===== src/rtl/lfsr_rng_arbiter.sv =====
// Seeds and warms an external 8-bit LFSR, then shares its values round-robin among requesters
// with per-request range reduction. Define RNG_STATS_EN to build the grant/reject counters.
module lfsr_rng_arbiter #(
    parameter int unsigned NUM_REQ   = 4,
    parameter int unsigned WARMUP    = 4,
    parameter logic [7:0]  SAFE_SEED = 8'hA5
) (
    input  logic                 clk,
    input  logic                 rst,
    input  logic [7:0]           seed_i,
    input  logic                 seed_start_i,
    input  logic [NUM_REQ-1:0]   req_i,
    input  logic [2*NUM_REQ-1:0] mode_i,
    output logic [7:0]           lfsr_seed_o,
    output logic                 lfsr_in_valid_o,
    input  logic [7:0]           lfsr_rnd_i,
    output logic [NUM_REQ-1:0]   gnt_o,
    output logic [7:0]           rnd_o,
    output logic                 rnd_valid_o,
    output logic                 ready_o,
    output logic [15:0]          stat_grant_cnt_o,
    output logic [15:0]          stat_reject_cnt_o
);

    localparam int unsigned PtrW  = (NUM_REQ > 1) ? $clog2(NUM_REQ) : 1;
    localparam int unsigned CandW = PtrW + 1;
    localparam logic [PtrW-1:0] LastIdx  = PtrW'(NUM_REQ - 1);
    localparam logic [7:0]      WarmLast = (WARMUP > 0) ? 8'(WARMUP - 1) : 8'd0;

    typedef enum logic [1:0] {StIdle, StSeed, StWarm, StRun} state_e;

    state_e state_q, state_d;

    logic [7:0]         seed_q;
    logic [7:0]         warm_cnt_q;
    logic [PtrW-1:0]    ptr_q;
    logic [NUM_REQ-1:0] gnt_q;
    logic [NUM_REQ-1:0] gnt_d;
    logic [7:0]         rnd_q;

    logic               sel_found;
    logic [PtrW-1:0]    sel_idx;
    logic [CandW-1:0]   cand;
    logic [1:0]         sel_mode;
    logic               accept;
    logic [7:0]         red_val;
    logic               arb_active;
    logic               grant_now;
    logic [PtrW-1:0]    ptr_next;

    // (r-1) mod 40 + 1 for r in 1..240, by conditional subtraction of 160, 80, 40.
    function automatic logic [7:0] mod40_plus1(input logic [7:0] r);
        logic [7:0] m;
        m = r - 8'd1;
        if (m >= 8'd160) m = m - 8'd160;
        if (m >= 8'd80)  m = m - 8'd80;
        if (m >= 8'd40)  m = m - 8'd40;
        return m + 8'd1;
    endfunction

    // State register
    always_ff @(posedge clk) begin
        if (rst) begin
            state_q <= StIdle;
        end else begin
            state_q <= state_d;
        end
    end

    // Next-state logic; a seed request wins from any state
    always_comb begin
        state_d = state_q;
        if (seed_start_i) begin
            state_d = StSeed;
        end else begin
            unique case (state_q)
                StIdle: state_d = StIdle;
                StSeed: state_d = (WARMUP > 0) ? StWarm : StRun;
                StWarm: if (warm_cnt_q == WarmLast) state_d = StRun;
                StRun:  state_d = StRun;
                default: state_d = StIdle;
            endcase
        end
    end

    // State-decoded outputs
    always_comb begin
        lfsr_in_valid_o = (state_q == StSeed);
        ready_o         = (state_q == StRun);
    end

    always_ff @(posedge clk) begin
        if (rst) begin
            seed_q     <= 8'd0;
            warm_cnt_q <= 8'd0;
        end else begin
            if (seed_start_i) begin
                seed_q <= (seed_i == 8'd0) ? SAFE_SEED : seed_i;
            end
            if (state_q == StWarm && state_d == StWarm) begin
                warm_cnt_q <= warm_cnt_q + 8'd1;
            end else begin
                warm_cnt_q <= 8'd0;
            end
        end
    end

    // First asserted request at or after the pointer, wrapping
    always_comb begin
        sel_found = 1'b0;
        sel_idx   = '0;
        cand      = '0;
        for (int unsigned i = 0; i < NUM_REQ; i++) begin
            cand = {1'b0, ptr_q} + CandW'(i);
            if (cand >= CandW'(NUM_REQ)) cand = cand - CandW'(NUM_REQ);
            if (!sel_found && req_i[cand[PtrW-1:0]]) begin
                sel_found = 1'b1;
                sel_idx   = cand[PtrW-1:0];
            end
        end
    end

    always_comb begin
        sel_mode = mode_i[{sel_idx, 1'b0} +: 2];
        accept   = 1'b1;
        red_val  = lfsr_rnd_i;
        unique case (sel_mode)
            2'd1: red_val = {6'b0, lfsr_rnd_i[1:0]};
            2'd2: begin
                accept  = (lfsr_rnd_i != 8'd0) && (lfsr_rnd_i <= 8'd240);
                red_val = mod40_plus1(lfsr_rnd_i);
            end
            default: red_val = lfsr_rnd_i;
        endcase
    end

    always_comb begin
        arb_active = (state_q == StRun) && !seed_start_i && sel_found;
        grant_now  = arb_active && accept;
        ptr_next   = (sel_idx == LastIdx) ? '0 : sel_idx + PtrW'(1);
        gnt_d      = '0;
        for (int unsigned i = 0; i < NUM_REQ; i++) begin
            gnt_d[i] = grant_now && (sel_idx == PtrW'(i));
        end
    end

    always_ff @(posedge clk) begin
        if (rst) begin
            ptr_q <= '0;
            gnt_q <= '0;
            rnd_q <= 8'd0;
        end else begin
            gnt_q <= gnt_d;
            if (grant_now) begin
                rnd_q <= red_val;
                ptr_q <= ptr_next;
            end
        end
    end

    assign lfsr_seed_o = seed_q;
    assign gnt_o       = gnt_q;
    assign rnd_o       = rnd_q;
    assign rnd_valid_o = |gnt_q;

`ifdef RNG_STATS_EN
    logic        reject_now;
    logic [15:0] grant_cnt_q;
    logic [15:0] reject_cnt_q;

    assign reject_now = arb_active && !accept;

    always_ff @(posedge clk) begin
        if (rst || seed_start_i) begin
            grant_cnt_q  <= 16'd0;
            reject_cnt_q <= 16'd0;
        end else begin
            if (grant_now && grant_cnt_q != 16'hFFFF) grant_cnt_q <= grant_cnt_q + 16'd1;
            if (reject_now && reject_cnt_q != 16'hFFFF) reject_cnt_q <= reject_cnt_q + 16'd1;
        end
    end

    assign stat_grant_cnt_o  = grant_cnt_q;
    assign stat_reject_cnt_o = reject_cnt_q;
`else
    assign stat_grant_cnt_o  = 16'd0;
    assign stat_reject_cnt_o = 16'd0;
`endif

endmodule


===== config.mk =====
export PLATFORM = sky130hd
export DESIGN_NAME = lfsr_rng_arbiter
export DESIGN_NICKNAME = d
export VERILOG_FILES = /design/src/rtl/lfsr_rng_arbiter.sv
export SDC_FILE = /design/constraint.sdc
export NUM_CORES = 1
export LEC_CHECK = 0
export ABC_AREA = 1
export ABC_CLOCK_PERIOD_IN_PS = 7700
export CAP_MARGIN = 5
export CORE_MARGIN = 8
export CORE_UTILIZATION = 49
export CTS_CLUSTER_DIAMETER = 120
export CTS_CLUSTER_SIZE = 28
export DETAILED_ROUTE_END_ITERATION = 12
export HOLD_SLACK_MARGIN = 0.05
export PLACE_DENSITY = 0.82
export SLEW_MARGIN = 20
export SYNTH_ARGS = -nofsm -noshare
export SYNTH_HDL_FRONTEND = slang
export SYNTH_SLANG_ARGS = --single-unit

===== constraint.sdc =====
create_clock -name clk -period 7.7 [get_ports clk]
set_clock_uncertainty 0.15 [all_clocks]
set_input_delay 1.155 -clock clk [delete_from_list [all_inputs] [get_ports clk]]
set_output_delay 1.155 -clock clk [all_outputs]
set_load 0.005 [all_outputs]

==> summary.md, run 1 <==
| Metric | Value |
|---|---|
| Post-Layout Cell Count | just under 500 |
| Post-Place Cells | between 400 and 500 |
| Total of max-cap violations | 0 |
| Via count | 2,327 |
| Worst-case headroom to the max-slew limit | 0.655 |
| P&R area growth vs syn | 23.5% |
| Register area share after synthesis | 0.261 |
| WP buf/inv | 6 |
| Crit path time final | ~4.7 ns |
| Core Region | ~0.0048 mm² |
| Crit path cell chain | clkdlybuf4s50_1 > inv_1 > o21ai_0 > inv_1 > o21ai_1 > nor2_1 > o21ai_0 > nand3_2 > inv_2 > nand2_1 > nand2_1 > nand2_1 > o21a_1 > inv_1 > ha_1 > o21ai_0 > nand3_1 > clkinv_1 > o311ai_0 > a21oi_1 |
| Critical R2R Launch | ptr_q[0] |
| Reg clk slew, reported paths | around 0.07 ns |
| Fraction of registers with async set/reset | 0 |
| Synth top area share | 0.261 |
| Met3 Use GR | 0.0539 |
| Worst Hold Launch | rnd_o[2] |
| Layout cells sized above 1 | 0.0979 |
| Leak pwr | about 1.4 nW |
| Slew @ Worst Pin | slightly above 0.5 ns |
| Crit path max fanout | 15 |
| Hold Crit Class | register to register |
| Ant. Diodes | 0 |
| CP startpoint kind | primary input |
| Yosys Warn Count | 0 |
| CP max stage cell | clkdlybuf4s50_1 |
| Final setup fails | 0 |
| Area leader, netlist | dfxtp_1 |
| Gp weighted congestion | around 0.83 |
| Die Width | between 80 and 90 µm |
| Hold_buf cts | 0 |
| First-pass GRT wire length | approximately 9600 µm |
| TritonCTS Buffers | 5 |
| Hold_ws | 0.317 ns |
| Vias in the first global route | roughly 2,100 |
| Req. time, crit path | 7.71 ns |
| Critical Path AT | roughly 4.7 ns |
| Most common flop cell mapped by yosys | dfxtp_1 |
| Pre-CTS setup slack | approximately 2.8 ns |
| Crit. Startpoint | req_i[2] |
| # DRC | 0 |
| Setup TNS | 0 ns |
| Maximum VDD drop | 0.0672 mV |
| Final WS setup | approximately 3.0 ns |
| Gr busiest metal | met2 |
| Setup crit end kind | register |
| PortBufs | 53 |
| Clk sinks | 32 |
| WL per Instance | 11.9 µm |
| Peak Freq | approximately 0.21 GHz |
| Final Cell Area | between 0.003 and 0.004 mm² |
| Die ar. | 0.00752 mm² |
| Fillers | between 400 and 500 |
| Post-synthesis cell type count | 38 |
| Post-CTS Setup Bufs | 0 |
| Synthesized area | approximately 0.0025 mm² |
| Via/cell ratio | roughly 4.7 |
| DRT iter0 DRCs | 126 |
| Status | completed |
| Synthesized area per cell | ~6.6 µm² |
| Total power | 0.454 mW |
| Largest cells by area after synthesis | dfxtp_1 (26%), nand2_1 (12%), buf_4 (9.8%), inv_1 (6.4%), nor2_1 (5.8%) |
| Antenna violations before repair | 0 |
| Unrepaired setup endpoints after global routing | no |
| GRT Resource Usage Total | 0.156 |
| Post-CTS resize count | 0 |
| Largest net degree at the start of global routing | 19 |
| Clock root buffer master | clkbuf_8 |
| Die height | a little under 90 µm |
| Met2 Usage GRT | 0.274 |
| FP Rows | 25 |
| Met1 usage | 0.168 |
| TritonCTS clock tree | done |
| Placed cell areas | 0.00292 mm² |
| CP max stage delay | between 0.4 and 0.5 ns |
| Clock Latency Late Sink | around 0.28 ns |
| Post-synth EDFFs | 0 |
| Clock tree buffer depth | 2 |
| Most frequent cells in the layout | nand2_1 (77), clkdlybuf4s50_1 (53), inv_1 (42), nor2_1 (38) |
| Final Slew Violations | 0 |
| CTS H-tree depth | 2 |
| Commonest non-fill, non-tap cell in the layout | nand2_1 |
| Power per cell area | about 150 mW/mm² |
| Final wirelength | around 6000 µm |
| DP HPWL | roughly 4700 µm |
| Post-route ant nets | 0 |
| Drt first pass iters | 4 |
| Grt ovf | 0 |
| IO Count | 86 |
| Period utilization | 0.608 |
| Syn Inst Count | 374 |
| Starting Density | 0.512 |
| Final Hold Viols | 0 |
| Nets | between 400 and 500 |
| Util after Layout | 0.633 |
| CP top delay family | compound AO/OA/AOI/OAI gates |
| Critical path class | primary input to register |
| #FFs+latches synth | 32 |
## worst min-delay path, stage by stage (launching register included)
cell	delay (ns)
dfxtp_1	0.31
nand2_1	0.06
a21oi_1	0.05
## synth_stat cells, drive strengths merged, types with 2 or more instances
library cell  count
clkinv            2
nand2            88
nor4              5
o21ai            27
nor2             45
nor3              3
dfxtp            32
ha                9
o21a              4
xor2              3
nand4             4
nand3b            4
inv              49
buf              34
a21oi            25
clkbuf            3
nand3            25
a31oi             2
## registers in the layout (all words and copies together), names as in the netlist
register     count
ptr_q            2
state_q          2
warm_cnt_q       8
lfsr_seed_o      8
rnd_o            8
gnt_o            4
## layer usage
metal  wire length (µm)  vias up
li1                   -     1249
met1               2450     1005
met2               2850       65
met3                497        8
met4                 87        0
met5                  0        -
## where the power goes
part	total, mW	switching [mW]	internal [mW]
clock network	0.159	0.0631	0.0960
registers	0.172	0.00244	0.169
logic	0.123	0.0725	0.0501
## layout make-up
type,count,area [µm²],area share
Multi-Input combinational cell,285,1470,0.487
Inverter,51,191,0.0632
Clock inverter,2,35.0,0.0116
Sequential cell,32,641,0.212
Tap cell,67,83.8,0.0277
Clock buffer,6,72.6,0.0240
Timing Repair Buffer,53,531,0.175
## worst paths after layout
kind | cells after the start | slack, ns | to
setup / recovery | 20 | 3.02 | rnd_o[0]
hold / removal | 2 | 0.32 | rnd_o[2]
setup reg to reg | 16 | 3.69 | rnd_o[0]
hold reg to reg | 2 | 0.32 | rnd_o[2]
## kinds of logic (layout without fill, tap and decap cells)
group / count (synthesis) / in the layout / synth area share
fa+ha+maj: 9 / 9 / 0.0459
other cells: 1 / 32 / 0.00153
flops: 32 / 32 / 0.261
buf+inv: 88 / 112 / 0.185
xor+xnor: 4 / 4 / 0.0143
compound gates: 62 / 62 / 0.144
mux: 1 / 1 / 0.00408
simple gates: 177 / 177 / 0.344
Power figures use the tool's default switching activity.
==> inputs of run 2 (changes only) <==
--- a/config.mk
+++ b/config.mk
@@ -6,15 +6,15 @@
 export NUM_CORES = 1
 export LEC_CHECK = 0
 export ABC_AREA = 1
-export ABC_CLOCK_PERIOD_IN_PS = 7700
+export ABC_CLOCK_PERIOD_IN_PS = 3770
 export CAP_MARGIN = 5
 export CORE_MARGIN = 8
-export CORE_UTILIZATION = 49
+export CORE_UTILIZATION = 41
 export CTS_CLUSTER_DIAMETER = 120
 export CTS_CLUSTER_SIZE = 28
 export DETAILED_ROUTE_END_ITERATION = 12
 export HOLD_SLACK_MARGIN = 0.05
-export PLACE_DENSITY = 0.82
+export PLACE_DENSITY = 0.73
 export SLEW_MARGIN = 20
 export SYNTH_ARGS = -nofsm -noshare
 export SYNTH_HDL_FRONTEND = slang
==> constraint.sdc (replaced) <==
create_clock -name clk -period 3.77 [get_ports clk]
set_clock_uncertainty 0.15 [all_clocks]
set_input_delay 0.5655 -clock clk [delete_from_list [all_inputs] [get_ports clk]]
set_output_delay 0.5655 -clock clk [all_outputs]
set_load 0.005 [all_outputs]
==> summary.md, run 2 (same netlist as run 1, synthesis figures left out) <==
| Metric | Value |
|---|---|
| Peak Freq | between 0.2 and 0.3 GHz |
| Clock root buffer master | clkbuf_8 |
| First-pass GRT wire length | 9650 µm (+0.58%) |
| P&R area growth vs syn | 26.7% |
| Die ar. | 0.00871 mm² (+16%) |
| WP buf/inv | 7 (+1) |
| CP max stage delay | 0.45 ns (about the same) |
| Gp weighted congestion | 0.815 (-2.2%) |
| Gr busiest metal | met2 |
| Reg clk slew, reported paths | 0.06 ns (about the same) |
| Final setup fails | 0 (unchanged) |
| Period utilization | 0.919 |
| TritonCTS Buffers | 5 (unchanged) |
| Final wirelength | 5970 µm (+1.4%) |
| Die Width | 93.3 µm (+7.6%) |
| Final Cell Area | 0.00311 mm² (+2.6%) |
| Maximum VDD drop | 0.182 mV (+170%) |
| Clock tree buffer depth | 2 (unchanged) |
| Ant. Diodes | 0 (unchanged) |
| Most frequent cells in the layout | nand2_1 (76), clkdlybuf4s50_1 (52), inv_1 (41), nor2_1 (38) |
| PortBufs | 53 (unchanged) |
| Hold Crit Class | register to register |
| Crit path cell chain | clkdlybuf4s50_1 > inv_1 > o21ai_0 > inv_1 > nor2_1 > a21oi_2 > inv_1 > nor3_4 > o21ai_0 > nand3_2 > inv_2 > nand2_1 > nand3_1 > o21a_1 > inv_1 > ha_1 > o21ai_0 > nand3_1 > buf_4 > a21oi_1 > a21oi_2 |
| Layout cells sized above 1 | 0.124 (+0.0262) |
| Clock Latency Late Sink | 0.28 ns (about the same) |
| Unrepaired setup endpoints after global routing | no |
| Hold_buf cts | 0 (unchanged) |
| Antenna violations before repair | 0 (unchanged) |
| CP startpoint kind | primary input |
| Final Hold Viols | 0 (unchanged) |
| Total of max-cap violations | 0 (unchanged) |
| Setup crit end kind | register |
| Critical path class | primary input to register |
| Nets | 474 (+1.3%) |
| Crit path max fanout | 14 (-1) |
| Starting Density | 0.419 (-0.0932) |
| IO Count | 86 (unchanged) |
| TritonCTS clock tree | done |
| Grt ovf | 0 (unchanged) |
| DP HPWL | 4980 µm (+6.6%) |
| Placed cell areas | 0.00297 mm² (+1.6%) |
| Vias in the first global route | 2,279 (+6.7%) |
| Via/cell ratio | 4.70 (+0.26%) |
| CTS H-tree depth | 2 (unchanged) |
| Most used cell along the critical path | inv_1 |
| # DRC | 0 (unchanged) |
| Via count | 2,399 (+3.1%) |
| Critical Path AT | 3.48 ns (-1.21 ns) |
| Largest net degree at the start of global routing | 19 (unchanged) |
| Power per cell area | 302 mW/mm² (+100%) |
| CP top delay family | buffers and inverters |
| GRT Resource Usage Total | 0.133 (-0.0233) |
| Clk sinks | 32 (unchanged) |
| Commonest non-fill, non-tap cell in the layout | nand2_1 |
| Total power | 0.939 mW (+110%) |
| CP max stage cell | clkdlybuf4s50_1 |
| Met1 usage | 0.147 (-0.0216) |
| Status | completed |
| Final Slew Violations | 0 (unchanged) |
| WL per Instance | 11.7 µm (-1.4%) |
| Drt first pass iters | 4 (unchanged) |
| Core Region | 0.00585 mm² (+22%) |
| Met3 Use GR | 0.0441 (-0.00980) |
| DRT iter0 DRCs | 85 (-33%) |
| Req. time, crit path | 3.79 ns (-3.92 ns) |
| Die height | 93.3 µm (+7.6%) |
| FP Rows | 28 (+12%) |
| Post-route ant nets | 0 (unchanged) |
| Leak pwr | 1.43 nW (+3.2%) |
| Crit path time final | 3.46 ns |
| Met2 Usage GRT | 0.240 (-0.0339) |
run 2: changes by cell type in the layout (fill, tap and decap cells not counted), moves of 2 or more:
| cell | delta |
|---|---|
| o21ai_0 | -3 |
| inv_2 | +2 |
| buf_4 | +6 |
| o21ai_1 | +3 |
run 2: per-layer routing:
layer / up-vias / share of wire
li1: 1260 / -
met1: 1074 / 0.42
met4: 0 / 0.0012
met3: 2 / 0.090
met5: - / 0
met2: 63 / 0.49
run 2: where the power goes:
part | total (mW) | internal, mW | switching, mW
Clock | 0.322 | 0.195 | 0.127
Sequential | 0.351 | 0.346 | 0.00473
Combinational | 0.266 | 0.111 | 0.155
Total | 0.939 | 0.653 | 0.286
run 2: per-stage QoR:
| step | setup WS (ns) | std cells | hold slack, ns | TNS (ns) | util |
|---|---|---|---|---|---|
| floorplan | 0.590 | 405 | 0.280 | 0 | - |
| global placement | 0.0525 | 501 | 0.296 | 0 | 0.507 |
| detailed placement | -0.0396 | 501 | 0.304 | -0.0909 | 0.507 |
| CTS | 0.241 | 509 | 0.319 | 0 | 0.526 |
| global route | 0.0203 | 510 | 0.343 | 0 | 0.531 |
| finish | 0.307 | 510 | 0.313 | 0 | 0.531 |
run 2: final cells by class:
class,count,area (µm²)
clock buffer,5,68.8
clock inverter,3,42.5
fill,589,2740
inverter,51,191
multi-input combinational,285,1490
sequential,32,641
tap,75,93.8
timing repair buffer,59,578
run 2: worst register-to-register path, stage by stage (launching register included):
cell	delay, ns
dfxtp_1	0.48
xor2_1	0.36
nor2_1	0.11
a21oi_2	0.15
inv_1	0.10
nor3_4	0.17
nor2_1	0.06
nand2_1	0.07
nand3_2	0.16
inv_2	0.15
nand2_1	0.07
nand3_1	0.06
o21a_1	0.15
inv_1	0.05
ha_1	0.24
o21ai_0	0.09
nand3_1	0.13
buf_4	0.20
a21oi_1	0.20
a21oi_2	0.08
run 2: path summary, 6_finish.rpt:
kind	cells past startpoint	slack, ns	end	from
worst max-delay path	21	0.31	rnd_o[6]	req_i[1]
worst min-delay path	1	0.31	warm_cnt_q[0]	warm_cnt_q[0]
worst max register to register	19	0.43	rnd_o[6]	ptr_q[0]
worst min register to register	1	0.31	warm_cnt_q[0]	warm_cnt_q[0]
run 2: timing repair:
item / CTS / global route
endpoints found under the setup margin: 0 / 10
gates resized for setup: 0 / 10
buffers inserted: 0 / 1
